$ cat src/rtl/pipe_skid_reg_if.sv
// Valid/ready handshake bundle for one elastic pipeline stage.
// master drives payload/ready/flush; slave is the stage register.
interface pipe_skid_reg_if #(
  parameter int DATA_W = 160,
  parameter int CNT_W  = 16
);
  logic              flush_in;
  logic              up_valid_in;
  logic              up_ready_out;
  logic [DATA_W-1:0] up_data_in;
  logic              dn_valid_out;
  logic              dn_ready_in;
  logic [DATA_W-1:0] dn_data_out;
  logic [1:0]        occupancy_out;
  logic [CNT_W-1:0]  bubble_cnt_out;

  modport master (
    output flush_in,
    output up_valid_in,
    output up_data_in,
    output dn_ready_in,
    input  up_ready_out,
    input  dn_valid_out,
    input  dn_data_out,
    input  occupancy_out,
    input  bubble_cnt_out
  );

  modport slave (
    input  flush_in,
    input  up_valid_in,
    input  up_data_in,
    input  dn_ready_in,
    output up_ready_out,
    output dn_valid_out,
    output dn_data_out,
    output occupancy_out,
    output bubble_cnt_out
  );
endinterface

$ cat src/rtl/pipe_skid_reg.sv
// Elastic pipeline-stage register with optional skid entry, flush and
// saturating bubble counter.
// Ports: clk_in, rst_in (sync, active-high); bus (slave): flush_in,
//   up_valid_in/up_ready_out/up_data_in, dn_valid_out/dn_ready_in/
//   dn_data_out, occupancy_out (0/1/2), bubble_cnt_out.
module pipe_skid_reg #(
  parameter int                 DATA_W    = 160,
  parameter int                 SKID      = 1,
  parameter logic [DATA_W-1:0]  NOP_VALUE = {DATA_W{1'b0}},
  parameter int                 CNT_W     = 16
) (
  input  logic         clk_in,
  input  logic         rst_in,
  pipe_skid_reg_if.slave bus
);

  typedef enum logic [1:0] {
    EMPTY = 2'd0,
    HALF  = 2'd1,
    FULL  = 2'd2
  } state_e;

  localparam logic [CNT_W-1:0] CNT_ONE =
    {{(CNT_W-1){1'b0}}, 1'b1};

  state_e            state_q, state_d;
  logic [DATA_W-1:0] main_q, main_d;
  logic [DATA_W-1:0] skid_q, skid_d;
  logic [CNT_W-1:0]  bub_q, bub_d;

  logic up_ready;
  logic dn_valid;
  logic up_fire;
  logic dn_fire;

  // With the skid entry, ready depends only on the state register,
  // which breaks the ready path between neighbouring stages.
  generate
    if (SKID != 0) begin : g_skid
      assign up_ready = (state_q != FULL);
    end else begin : g_noskid
      assign up_ready = (state_q == EMPTY) | bus.dn_ready_in;
    end
  endgenerate

  assign dn_valid = (state_q != EMPTY);
  assign up_fire  = bus.up_valid_in & up_ready;
  assign dn_fire  = dn_valid & bus.dn_ready_in;

  always_comb begin
    state_d = state_q;
    main_d  = main_q;
    skid_d  = skid_q;
    if (bus.flush_in) begin
      // Wrong-path squash: any same-cycle accept is dropped.
      state_d = EMPTY;
      main_d  = NOP_VALUE;
      skid_d  = NOP_VALUE;
    end else begin
      unique case (state_q)
        EMPTY: begin
          if (up_fire) begin
            main_d  = bus.up_data_in;
            state_d = HALF;
          end
        end
        HALF: begin
          if (up_fire && dn_fire) begin
            main_d = bus.up_data_in;
          end else if (up_fire && (SKID != 0)) begin
            skid_d  = bus.up_data_in;
            state_d = FULL;
          end else if (dn_fire) begin
            state_d = EMPTY;
          end
        end
        FULL: begin
          if (dn_fire) begin
            main_d  = skid_q;
            state_d = HALF;
          end
        end
        default: begin
          state_d = EMPTY;
        end
      endcase
    end
  end

  always_comb begin
    bub_d = bub_q;
    if (bus.dn_ready_in && !dn_valid && !(&bub_q)) begin
      bub_d = bub_q + CNT_ONE;
    end
  end

  always_ff @(posedge clk_in) begin
    if (rst_in) begin
      state_q <= EMPTY;
      main_q  <= NOP_VALUE;
      skid_q  <= NOP_VALUE;
      bub_q   <= '0;
    end else begin
      state_q <= state_d;
      main_q  <= main_d;
      skid_q  <= skid_d;
      bub_q   <= bub_d;
    end
  end

  assign bus.up_ready_out   = up_ready;
  assign bus.dn_valid_out   = dn_valid;
  assign bus.dn_data_out    = dn_valid ? main_q : NOP_VALUE;
  assign bus.occupancy_out  = state_q;
  assign bus.bubble_cnt_out = bub_q;

endmodule

$ cat src/flat_wrapper.sv
// flat-port wrapper written by rule: the top's interface ports become plain ports
module pipe_skid_reg_flat 
#(
  parameter int                 DATA_W    = 160,
  parameter int                 SKID      = 1,
  parameter logic [DATA_W-1:0]  NOP_VALUE = {DATA_W{1'b0}},
  parameter int                 CNT_W     = 16
)
  (clk_in, rst_in, bus_flush_in, bus_up_valid_in, bus_up_data_in, bus_dn_ready_in, bus_up_ready_out, bus_dn_valid_out, bus_dn_data_out, bus_occupancy_out, bus_bubble_cnt_out);
  pipe_skid_reg_if #(.DATA_W(DATA_W), .CNT_W(CNT_W)) bus_i ();
  input  logic clk_in;
  input  logic rst_in;
  input wire logic [$bits(bus_i.flush_in)-1:0] bus_flush_in;
  input wire logic [$bits(bus_i.up_valid_in)-1:0] bus_up_valid_in;
  input wire logic [$bits(bus_i.up_data_in)-1:0] bus_up_data_in;
  input wire logic [$bits(bus_i.dn_ready_in)-1:0] bus_dn_ready_in;
  output wire logic [$bits(bus_i.up_ready_out)-1:0] bus_up_ready_out;
  output wire logic [$bits(bus_i.dn_valid_out)-1:0] bus_dn_valid_out;
  output wire logic [$bits(bus_i.dn_data_out)-1:0] bus_dn_data_out;
  output wire logic [$bits(bus_i.occupancy_out)-1:0] bus_occupancy_out;
  output wire logic [$bits(bus_i.bubble_cnt_out)-1:0] bus_bubble_cnt_out;
  assign bus_i.flush_in = bus_flush_in;
  assign bus_i.up_valid_in = bus_up_valid_in;
  assign bus_i.up_data_in = bus_up_data_in;
  assign bus_i.dn_ready_in = bus_dn_ready_in;
  assign bus_up_ready_out = bus_i.up_ready_out;
  assign bus_dn_valid_out = bus_i.dn_valid_out;
  assign bus_dn_data_out = bus_i.dn_data_out;
  assign bus_occupancy_out = bus_i.occupancy_out;
  assign bus_bubble_cnt_out = bus_i.bubble_cnt_out;
  pipe_skid_reg #(.DATA_W(DATA_W), .SKID(SKID), .NOP_VALUE(NOP_VALUE), .CNT_W(CNT_W)) u_core (.clk_in(clk_in), .rst_in(rst_in), .bus(bus_i));
endmodule
$ cat config.mk
export PLATFORM = sky130hd
export DESIGN_NAME = pipe_skid_reg_flat
export DESIGN_NICKNAME = d
export VERILOG_FILES = /design/src/rtl/pipe_skid_reg_if.sv /design/src/rtl/pipe_skid_reg.sv /design/src/flat_wrapper.sv
export SDC_FILE = /design/constraint.sdc
export NUM_CORES = 1
export LEC_CHECK = 0
export BUFFER_PORTS_ARGS = -buffer_cell sky130_fd_sc_hd__buf_2
export CORE_MARGIN = 10
export CORE_UTILIZATION = 45
export DETAILED_ROUTE_END_ITERATION = 12
export PLACE_DENSITY = 0.68
export SKIP_CTS_REPAIR_TIMING = 1
export SLEW_MARGIN = 20
export SYNTH_ARGS = -nofsm -noshare
export SYNTH_HDL_FRONTEND = slang
export SYNTH_SLANG_ARGS = --single-unit
$ cat constraint.sdc
create_clock -name clk_in -period 2 [get_ports clk_in]
set_input_delay 0.2 -clock clk_in [delete_from_list [all_inputs] [get_ports clk_in]]
set_output_delay 0.2 -clock clk_in [all_outputs]
set_load 0.01 [all_outputs]
; ---- Word level (Yosys, flattened, before mapping)
; Cells that the tools add are included.
[totals]
regBits = 338
inputBits = 165
out_inout_bits = 180
elab_cells = 40
[op_classes]
addsub = 1
n_eq_ne = 8
mux = 11
n_bitwise = 3
reduce_logical = 13
[op_table]
columns = op, n
row1 = $mux W160, 4
row2 = $pmux W160 S3, 1
row3 = $add A16 B1 Y16 const B, 1
row4 = $reduce_and A16 Y1, 1
row5 = $mux W2, 5
row6 = $reduce_and A4 Y1, 2
row7 = $ne A2 B1 Y1 const B, 3
row8 = $pmux W2 S3, 1
row9 = $ne A2 B2 Y1 const B, 2
row10 = $logic_and A1 B1 Y1, 3
row11 = $ne A3 B1 Y1 const B, 1
row12 = $reduce_and A3 Y1, 1
row13 = $reduce_bool A3 Y1, 1
row14 = $and A1 B1 Y1, 2
row15 = $eq A2 B1 Y1 const B, 1
row16 = $eq A2 B2 Y1 const B, 1
row17 = $logic_not A1 Y1, 2
row18 = $logic_not A2 Y1, 1
row19 = $reduce_bool A2 Y1, 1
row20 = $reduce_or A2 Y1, 1
row21 = $not A1 Y1, 1

; ---- Logic depth before layout (Yosys ltp)
[logic_depth]
ltp_word = 6
depth_mapped = 8
ltp_nobuf = 5

; ---- Least setup slack after synthesis
; No wires, ideal clock.
[synth_timing]
path_kind = reg-to-reg
startpoint = register u_core.state_q[1] (netlist: u_core.bus.occupancy_out[1])
endpoint = register u_core.bub_q[13] (netlist: u_core.bus.bubble_cnt_out[13])
setup_time_ps = 123
arrival_ps = 2023
path_slack_ps = -146
path_stages_with_launch = 6
synth_period_minus_slack_ps = 2146
cell_sequence = dfxtp_1 -> or3b_1 -> buf_6 -> or3b_4 -> a2111oi_2 -> mux2_1
[synth_via]
elab_chain_len = 4
[synth_rtl]
columns = element, line_no
row1 = "start, declared", pipe_skid_reg.sv:26  ; state_e state_q, state_d;
row2 = "start signal, assigned", pipe_skid_reg.sv:104  ; state_q <= state_d;
row3 = $reduce_bool A2 Y1, pipe_skid_reg.sv:46  ; assign dn_valid = (state_q != EMPTY);
row4 = $logic_not A1 Y1, pipe_skid_reg.sv:92  ; if (bus.dn_ready_in && !dn_valid && !(&bub_q)) begin
row5 = $logic_and A1 B1 Y1 (2 in a row), pipe_skid_reg.sv:92
row6 = "end signal, assigned", pipe_skid_reg.sv:107  ; bub_q <= bub_d;
row7 = "end, declared", pipe_skid_reg.sv:29  ; logic [CNT_W-1:0] bub_q, bub_d;
; Every way passes these cells.
; A chain may end at the register's enable or synchronous reset.

; ---- Worst setup path in the final report
[layout_timing]
startpoint = register u_core.state_q[0] (netlist: u_core.bus.occupancy_out[0])
endpoint = output bus_dn_data_out[106]
[layout_via]
elab_chain_len = 2
[layout_rtl]
columns = element, line_no
row1 = $reduce_bool A2 Y1, pipe_skid_reg.sv:46
row2 = $mux W160, pipe_skid_reg.sv:113  ; assign bus.dn_data_out = dn_valid ? main_q : NOP_VALUE;
row3 = "end, declared", flat_wrapper.sv:19  ; output wire logic [$bits(bus_i.dn_data_out)-1:0] bus_dn_data_out;
; Every way passes these cells.

==> impl_results.md <==
- Slew headroom: 54.37%
- I/O pin count: 345
- First-pass GRT wire length: 64940 um
- Share of flip-flops with an asynchronous set or reset: 0%
- WL per Instance: 17.51 um
- DRC errors left: 0
- Port bufs: 344
- Largest net degree at the start of global routing: 116
- Logic pwr share: 10.2%
- Overflow after GRT: 0
- RSZ-0062 raised after global routing: true
- Total core area: 31470 um^2
- Yosys top cell area share: 47.21%
- Yosys warns: 0
- Leak: 9.287 nW
- Flops & latches, synth: 338
- Failing checks: negative setup slack
- Final Non-Filler Cells: 2603
- DIE HEIGHT: 198.5 um
- Clock net sink count: 338
- Worst Tran Pin Value: 0.6819 ns
- CP startpoint kind: flip-flop
- Most common flop cell mapped by yosys: dfxtp_1
- Share of layout cells above drive strength 1: 22.73%
- CP arrival: 1.83 ns
- Synthesis-to-finish area growth: 40.16%
- Crit end category: primary output
- Clk buf depth: 3
- Post-route cell area: 20090 um^2
- Power per cell area: 782.8 nW/um^2
- FMAX: 0.4922 GHz
- Setup CP Type: flip-flop to primary output
- Avg Inst Size Synth: 8.436 um^2
- Nets: 2333
- Vias per cell: 5.220
- Initial antenna violation count: 5
- Final slew viol count: 0
- Number of H-tree levels: 2
- Pint: 12.06 mW
- Max capacitance violation total: 0
- HP Class: input port to flip-flop
- Antenna Nets Post-Route: 0
- Final Hold Viols: 0
- Routed WL: 45580 um
- Count of cell types in the netlist: 42
- Clock skew: 0.01072 ns
- CP max stage delay: 0.32 ns
- Crit path to: bus_dn_data_out[106]
- Overall Power: 15.73 mW
- Worst reg2reg path depth: 7
- Flop2flop setup slack: 0.07 ns
- Area leader, netlist: dfxtp_1
- Placed cells: 2359
- Area contributors post-synth: dfxtp_1 47%, mux2i_1 11%, a211oi_1 8.6%
- Setup Slack @ Placement: 0.04079 ns
- TritonCTS clock tree: done
- Post-Syn Instances: 1699
- Clock edge transition at the registers on the reported setup and hold paths: 0.06 ns
- Worst EP required: 1.80 ns
- Cell Chain, Critical Path: buf_4 > nor2_4 > inv_8 > clkbuf_16 > and2_1 > buf_2
- CTS Root Buffer Type: clkbuf_16
- Initial Util: 45.54%
- Mapped Nets: 1865
- Critical path's slowest cell: dfxtp_2
- Cell row count: 65
- TritonCTS buffer count: 38
- Clock latency on the worst-skew pair: 0.51 ns
- Status: complete, but fails checks
- Synthesized area: 14330 um^2
- Die width: 198.5 um
- Clock power share: 45.3%
- Worst R2R End: u_core.main_q[15]$_SDFFE_PP0P_
- Hpwl dp: 28380 um
- Sequential fraction of design power: 44.5%
- Via count: 13.59k
- Sw power: 3.664 mW
- EDFF count, synth: 0
- Critical path startpoint: u_core.bus.occupancy_out[0]$_SDFFE_PP0P_
- Iter 0 DRT Violations: 879
- Area post-placement: 16930 um^2
- Pre-antenna DRT Iters: 5
- Tot GR Track Use: 19.86%
- Seq/Total Area, Yosys: 47.21%
- Final worst slack: -0.03185 ns
- Final Cycle Share: 101.6%
- Maximum fanout along the worst path: 15
- R2R Path Start: u_core.bus.occupancy_out[0]$_SDFFE_PP0P_
- Routability cong.: 0.8379
- Vias in the first global route: 12.27k
- Max VDD drop: 677.4 uV
- Die footprint: 39390 um^2
- Net Sw Frac: 23.30%
- Minimum clock period: 2.032 ns
- Count of final setup violators: 21
-- placed cells by master, fill, tap and decap left out, types with 5 or more instances in the layout --
| cell | netlist | layout |
|---|---|---|
| dfxtp_1 | 338 | 335 |
| buf_2 | 2 | 344 |
| nor2_1 | 169 | 168 |
| diode_2 | 0 | 6 |
| buf_4 | 1 | 28 |
| and2_1 | 161 | 150 |
| and2_4 | 0 | 11 |
| buf_12 | 0 | 33 |
| clkbuf_8 | 0 | 7 |
| inv_1 | 6 | 5 |
| o21ai_0 | 5 | 5 |
| nand2_1 | 328 | 327 |
| clkbuf_16 | 0 | 45 |
| a211oi_1 | 164 | 164 |
| a21oi_1 | 166 | 166 |
| mux2i_1 | 161 | 161 |
| nand3_1 | 5 | 5 |
| clkbuf_1 | 133 | 10 |
| dlygate4sd3_1 | 0 | 160 |
-- routing by layer --
layer  up-vias  part of all wire [%]  track usage (%)
met5         -                     0                0
li1       6727                     -                -
met3        78                   6.6            5.069
met4         0                   2.6            5.256
met1      6357                    42            24.66
met2       426                    49            33.48
-- critical path, delay by kind of cell (launching register included) --
kind,cells,cell delay [ns]
AND/OR/NAND/NOR,2,0.38
buffers and inverters,4,0.62
flip-flops,1,0.32
-- Yosys cell counts, types with 2 or more instances --
| cell type | n |
|---|---|
| nand2b_1 | 2 |
| a21oi_1 | 166 |
| or2_2 | 2 |
| nor4_1 | 2 |
| o31ai_1 | 3 |
| o21ai_0 | 5 |
| nand4_1 | 4 |
| dfxtp_1 | 338 |
| buf_1 | 9 |
| a211oi_1 | 164 |
| or3_1 | 4 |
| or4_1 | 3 |
| mux2_1 | 2 |
| buf_2 | 2 |
| and2_1 | 161 |
| inv_1 | 6 |
| nor2b_1 | 4 |
| o21a_1 | 3 |
| nor3_1 | 3 |
| mux2i_1 | 161 |
| nand2_1 | 328 |
| nor2_1 | 169 |
| a2111oi_2 | 2 |
| a31oi_1 | 2 |
| nand3_1 | 5 |
| clkbuf_1 | 133 |
-- how the worst min path moves through the flow --
stage                                          startpoint                                       end  slack (ns)  depth (start not counted)
after floorplan                         bus_up_data_in[0]             u_core.skid_q[0]$_SDFFE_PP0P_        0.34                          2
after global routing                      bus_dn_ready_in  u_core.bus.occupancy_out[1]$_SDFFE_PP0P_        0.03                          3
after CTS                              bus_up_data_in[69]            u_core.skid_q[69]$_SDFFE_PP0P_       -0.09                          3
after detailed placement  u_core.skid_q[129]$_SDFFE_PP0P_           u_core.skid_q[129]$_SDFFE_PP0P_        0.45                          2
after global placement    u_core.skid_q[125]$_SDFFE_PP0P_           u_core.skid_q[125]$_SDFFE_PP0P_        0.44                          2
final                                     bus_dn_ready_in  u_core.bus.occupancy_out[1]$_SDFFE_PP0P_        0.01                          3
-- logic make-up (layout without fill, tap and decap cells) --
logic type,count (synthesis),in the layout,share of synthesized area (%)
AO/OA/AOI/OAI,351,351,15.52
adder cells (fa/ha/maj),1,1,0.08728
buffers and inverters,152,648,4.077
flip-flops,338,338,47.21
multiplexers,164,164,11.48
other,0,6,0
AND/OR/NAND/NOR,693,693,21.62
-- cell type report --
type                       instances  area [um^2]
fill                            2534        11390
multi-input combinational       1209         7088
sequential                       338         6770
timing repair buffer             574         4387
clock buffer                      58         1160
tap                              402        503.0
clock inverter                    10        135.1
inverter                           6        30.03
antenna                            6        15.01
-- metrics by stage --
step	hold slack (ns)	utilization (%)	TNS [ns]
floorplan	0.3360	-	0
detailed placement	0.4456	53.80	0
global route	0.02764	63.82	-5.453
finish	0.009600	63.82	-0.2315
global placement	0.4406	53.80	0
CTS	-0.08552	57.91	-32.94
-- power by group through the flow --
stage / Combinational (mW) / Clock (mW) / Sequential, mW
after global routing: 1.75 / 7.55 / 7.01
after detailed placement: 1.26 / 0 / 7.14
final: 1.60 / 7.12 / 7.00
after CTS: 1.27 / 7.27 / 6.99
after global placement: 1.24 / 0 / 7.13
after floorplan: 0.703 / 0 / 7.12
-- registers in the layout, summed over array words and instances (netlist names) --
signal	count
u_core.skid_q	160
u_core.bus.bubble_cnt_out	16
u_core.bus.occupancy_out	2
u_core.main_q	160
Power figures use the tool's default switching activity.
